`src/rtl/md5_crack_pkg.sv`:
```
// Shared types and helpers for the md5 password-candidate controller.
// Candidates are 8 packed BCD digits; the md5 core consumes them as 8 ASCII bytes.
package md5_crack_pkg;

  typedef enum logic [2:0] {
    IDLE,
    CHECK,
    ISSUE,
    WAIT,
    DRAIN,
    FINISH
  } state_e;

  localparam logic [7:0] ASCII_ZERO  = 8'h30;
  localparam int         DIGITS      = 8;
  localparam int         MD5_LATENCY = 67;

  // MSD character lands in the top byte, so "12345678" reads as 64'h3132333435363738.
  function automatic logic [8*DIGITS-1:0] bcd_to_ascii(input logic [4*DIGITS-1:0] bcd);
    logic [8*DIGITS-1:0] a;
    a = '0;
    for (int i = 0; i < DIGITS; i++) begin
      a[i*8 +: 8] = ASCII_ZERO + {4'h0, bcd[i*4 +: 4]};
    end
    return a;
  endfunction

endpackage

```
`src/rtl/bcd_incr.sv`:
```
// Combinational 8-digit packed-BCD adder of a constant STRIDE (1..9).
// carry_out flags a decimal overflow out of the most significant digit.
module bcd_incr
  import md5_crack_pkg::*;
#(
  parameter int STRIDE = 1
) (
  input  logic [4*DIGITS-1:0] a,
  output logic [4*DIGITS-1:0] sum,
  output logic                carry_out
);

  always_comb begin
    logic [4:0] t;
    logic       c;
    sum = '0;
    t   = '0;
    c   = 1'b0;
    for (int i = 0; i < DIGITS; i++) begin
      t = {1'b0, a[i*4 +: 4]} + {4'b0, c} + ((i == 0) ? 5'(STRIDE) : 5'd0);
      if (t > 5'd9) begin
        sum[i*4 +: 4] = 4'(t - 5'd10);
        c             = 1'b1;
      end else begin
        sum[i*4 +: 4] = t[3:0];
        c             = 1'b0;
      end
    end
    carry_out = c;
  end

endmodule

```
`src/rtl/md5_crack_ctrl.sv`:
```
// Walks an inclusive BCD password range, feeds each candidate to the md5 core
// and reports the first candidate whose digest equals the latched target.
module md5_crack_ctrl
  import md5_crack_pkg::*;
#(
  parameter int STRIDE  = 1,
  parameter int TRIED_W = 27
) (
  input  logic               clk,
  input  logic               reset,
  input  logic               start,
  input  logic [31:0]        first_bcd,
  input  logic [31:0]        last_bcd,
  input  logic [127:0]       target,
  input  logic               abort,
  output logic [63:0]        md5_in,
  output logic               md5_start,
  input  logic               md5_done,
  input  logic [127:0]       md5_out,
  output logic               busy,
  output logic               done,
  output logic               found,
  output logic [63:0]        found_pw,
  output logic [TRIED_W-1:0] tried
);

  // Handshake: md5_start is a one-cycle request; the core answers with a
  // one-cycle md5_done and md5_out is only meaningful in that cycle.
  state_e             state_q, state_d;
  logic [31:0]        cand_q, cand_d;
  logic [31:0]        last_q, last_d;
  logic [127:0]       target_q, target_d;
  logic               found_q, found_d;
  logic [63:0]        found_pw_q, found_pw_d;
  logic [TRIED_W-1:0] tried_q, tried_d;
  logic [31:0]        nxt;
  logic               nxt_carry;

  bcd_incr #(.STRIDE(STRIDE)) u_incr (
    .a         (cand_q),
    .sum       (nxt),
    .carry_out (nxt_carry)
  );

  assign md5_in   = bcd_to_ascii(cand_q);
  assign found    = found_q;
  assign found_pw = found_pw_q;
  assign tried    = tried_q;

  always_comb begin
    state_d    = state_q;
    cand_d     = cand_q;
    last_d     = last_q;
    target_d   = target_q;
    found_d    = found_q;
    found_pw_d = found_pw_q;
    tried_d    = tried_q;
    md5_start  = 1'b0;
    busy       = 1'b0;
    done       = 1'b0;
    case (state_q)
      IDLE: begin
        if (start) begin
          cand_d     = first_bcd;
          last_d     = last_bcd;
          target_d   = target;
          found_d    = 1'b0;
          found_pw_d = '0;
          tried_d    = '0;
          state_d    = CHECK;
        end
      end
      CHECK: begin
        busy = 1'b1;
        if (abort || (cand_q > last_q)) state_d = FINISH;
        else                            state_d = ISSUE;
      end
      ISSUE: begin
        busy      = 1'b1;
        md5_start = 1'b1;
        // The core has been started either way; an abort must let it drain.
        state_d   = abort ? DRAIN : WAIT;
      end
      WAIT: begin
        busy = 1'b1;
        if (md5_done) begin
          tried_d = tried_q + {{(TRIED_W-1){1'b0}}, 1'b1};
          if (md5_out == target_q) begin
            found_d    = 1'b1;
            found_pw_d = md5_in;
            state_d    = FINISH;
          end else if (abort || nxt_carry || (nxt > last_q)) begin
            state_d = FINISH;
          end else begin
            cand_d  = nxt;
            state_d = ISSUE;
          end
        end else if (abort) begin
          state_d = DRAIN;
        end
      end
      DRAIN: begin
        busy = 1'b1;
        if (md5_done) state_d = FINISH;
      end
      FINISH: begin
        done    = 1'b1;
        state_d = IDLE;
      end
      default: state_d = IDLE;
    endcase
  end

  always_ff @(posedge clk or posedge reset) begin
    if (reset) begin
      state_q    <= IDLE;
      cand_q     <= '0;
      last_q     <= '0;
      target_q   <= '0;
      found_q    <= 1'b0;
      found_pw_q <= '0;
      tried_q    <= '0;
    end else begin
      state_q    <= state_d;
      cand_q     <= cand_d;
      last_q     <= last_d;
      target_q   <= target_d;
      found_q    <= found_d;
      found_pw_q <= found_pw_d;
      tried_q    <= tried_d;
    end
  end

endmodule
```
`config.mk`:
```
export PLATFORM = sky130hd
export DESIGN_NAME = md5_crack_ctrl
export DESIGN_NICKNAME = d
export VERILOG_FILES = /design/src/rtl/md5_crack_pkg.sv /design/src/rtl/bcd_incr.sv /design/src/rtl/md5_crack_ctrl.sv
export SDC_FILE = /design/constraint.sdc
export NUM_CORES = 1
export LEC_CHECK = 0
export BUFFER_PORTS_ARGS = -buffer_cell sky130_fd_sc_hd__buf_2
export CORE_AREA = 8 8 182 184
export DETAILED_ROUTE_END_ITERATION = 12
export DIE_AREA = 0 0 190 192
export HOLD_SLACK_MARGIN = 0.1
export PLACE_DENSITY = 0.78
export SLEW_MARGIN = 10
export SYNTH_ARGS = -nofsm -noshare
export SYNTH_HDL_FRONTEND = slang
export SYNTH_SLANG_ARGS = --single-unit
```
`constraint.sdc`:
```
create_clock -name clk -period 14.12 [get_ports clk]
set_input_delay 0.706 -clock clk [delete_from_list [all_inputs] [get_ports clk]]
set_output_delay 0.706 -clock clk [all_outputs]
set_load 0.05 [all_outputs]
```
==> run metrics <==
initial antenna violation count=21; htree depth=1; first-pass GRT wire length=between 60000 and 70000 um; overflow left after global routing=0; post-CTS resize count=0; Yosys Warn Count=0; largest net degree at the start of global routing=224; CP max stage cell=a31oi_4; Synth top area share=43.1%; # rows=64; DPL Wire Length=34700 um; WL/cell=20.1 um; Yosys top cell by area=dfrtp_1; dominant cell by count in the synthesized netlist=dfrtp_1; placed cell count=2163; FF-to-FF Start=cand_q[0]; CP required=14.54 ns; syn avg cell area=10.6 um2; Worst Hold Slack=0.300 ns; Via density=roughly 5.4; WL final=44700 um; post-route ant nets=0; EDFF count, synth=0; die extent in y=192 um; number of max-cap violations=0; Pwr Density=approximately 240 nW/um2; clock input transition at the sequential cells of the worst setup and hold paths=0.06 ns; layout cells sized above 1=35.0%; Netlist cell types=59; Clock Root Buffer=clkbuf_16; Critical Path End Type=flop; Pwr Total=around 0.0043 W; Hold-fix buffers, CTS=0; starting density of the core=49.0%; clock latency on the worst-skew pair=0.55 ns; Max Clock Skew=0.00835 ns; Max Slew Vio Count=0; width of the die=approximately 190 um; HP Class=in2async; Fillers=2507; Post-Route Setup TNS=0 ns; Crit path max-delay family=adder cells; Fin. Hold Viols=0; Nets=2211; Post-synth ARST share=100%; Core Footprint=30200 um2; leak pwr=around 8.9 nW; IO Port Bufs=around 440; peak supply drop=0.129 mV; Post-CTS Setup Repair Bufs=0; commonest cells in the netlist=dfrtp_1 (255), mux2_2 (137), xor2_1 (136), nand2_1 (103), ha_1 (88); Max stage delay on crit path=0.79 ns; Worst Setup SP=cand_q[0]; clock sinks=255; max frequency=slightly below 0.08 GHz; initial DRC count=555; die area=36500 um2; vias in the first global route=12552; Max clock buf depth=3; critical path class=reg2reg; via count=11930; io pins=484; final setup violating endpoints=0; Syn-to-layout area delta=21.9%; Synth Flop Type=dfrtp_1; cts bufs inserted=29; Pre-antenna DRT Iters=5; register area share after synthesis=between 40% and 50%; Synth Cell Area=14800 um2; Tot GR Track Use=23.5%; RSZ-0062 raised after global routing=no; #FFs+latches synth=roughly 260; Post-Syn Instances=1396; final cell count without fillers=2227; Relative slew margins=13.7%; CP Max Fanout=21; crit path launch type=flop; gpl congestion=0.904; period utilization=about 90%; Tmin final=12.75 ns; cell repeated most along the worst path=ha_1; outcome=finished, final reports clean; CTS tree=built; Worst Max-Slew Pin Slew=1.29 ns; main area contributors after synthesis=dfrtp_1 (43%), mux2_2 (10%), xor2_1 (8.0%); worst path bufs/invs=5; arrival time worst endpoint=approximately 13 ns; Post-route DRC=0
-- flip-flops by register name, indices dropped and copies added (netlist names) --
signal / count
cand_q: 32
last_q: 32
tried: 27
target_q: 128
state_q: 3
found_pw: 33
-- worst reg2reg max path, delay by kind of cell (launching register included) --
| kind | cells | cell delay, ns |
|---|---|---|
| AOI/OAI and AO/OA | 22 | 4.50 |
| adders and majority gates | 17 | 4.95 |
| DFF | 1 | 0.47 |
| buffers and inverters | 5 | 0.89 |
| and+or+nand+nor | 8 | 1.43 |
| muxes | 1 | 0.37 |
-- path summary, 6_finish.rpt --
check	to	slack (ns)	cells after the start
min reg2reg	found_pw[58]	0.50	1
min	target_q[100]	0.30	2
min in group clk	last_q[21]	0.36	3
max reg2reg	cand_q[10]	1.37	53
max in group asynchronous	target_q[26]	11.60	4
max	cand_q[10]	1.37	53
-- cells by family after synthesis --
| logic type | after synthesis | share of synthesized area (%) |
|---|---|---|
| and+or+nand+nor | 310 | 10.3 |
| DFF | 255 | 43.1 |
| AOI/OAI and AO/OA | 194 | 8.53 |
| buffers and inverters | 191 | 6.70 |
| muxes | 181 | 13.5 |
| xor gates and xnor gates | 175 | 10.4 |
| adders and majority gates | 88 | 7.44 |
| other | 2 | 0.0507 |
-- cell usage in the layout, fill, tap and decap left out, types with 5 or more instances in the layout --
master	synthesis	final
xnor2_1	39	39
conb_1	2	48
nand2_1	103	103
clkbuf_16	0	29
nand3b_1	5	5
or3_1	6	6
ha_1	88	88
o21ai_0	59	59
a2bb2oi_1	5	5
and3_1	7	7
nor2_1	52	50
a22o_1	31	31
mux2_2	137	137
a21oi_1	53	53
mux2i_1	29	29
buf_2	13	435
nand3_1	26	26
nand2b_1	5	5
inv_1	76	75
nor4_1	34	34
nand4_1	33	33
clkbuf_8	0	7
mux2_1	15	15
xor2_1	136	136
o22ai_1	8	8
a21o_1	5	5
diode_2	0	12
nor2b_1	9	9
dfrtp_1	255	255
nor3_1	17	17
-- routing by layer --
metal  track usage [%]  up-vias  routed length, um
met3              7.35      104               4370
met2              42.1      504              22700
li1                  -     5600                  -
met1              25.4     5708              16000
met4              9.77       14               1580
met5                 0        -                 81
-- layout make-up --
type                    count  area [um2]  share of cell area (%)
inverters                  76         293                    1.62
multi-input cells         996        7610                    42.2
clock inverters            12         174                   0.963
repair buffers            440        2230                    12.3
diodes                     12        30.0                   0.166
well taps                 396         495                    2.74
flip-flops and latches    255        6380                    35.3
clock buffers              40         837                    4.64
-- power breakdown --
part / internal [W] / switching [W] / leakage [nW]
sequential: 0.00102 / 0.000285 / 3.15
clock: 0.000485 / 0.000310 / 0.486
combinational: 0.000948 / 0.00127 / 5.28
total: 0.00245 / 0.00187 / 8.92
-- per-stage QoR --
| stage | setup slack, ns | utilization (%) | area, um2 |
|---|---|---|---|
| 4_1_cts | 1.42 | 59.7 | 18000 |
| 2_1_floorplan | 3.19 | - | 15000 |
| 6_report | 1.37 | 59.8 | 18100 |
| 3_3_place_gp | 2.07 | 56.3 | 17000 |
| 3_5_place_dp | 1.45 | 56.3 | 17000 |
| 5_1_grt | 0.282 | 59.8 | 18000 |
Note: power is estimated with default switching activity, not from simulation.
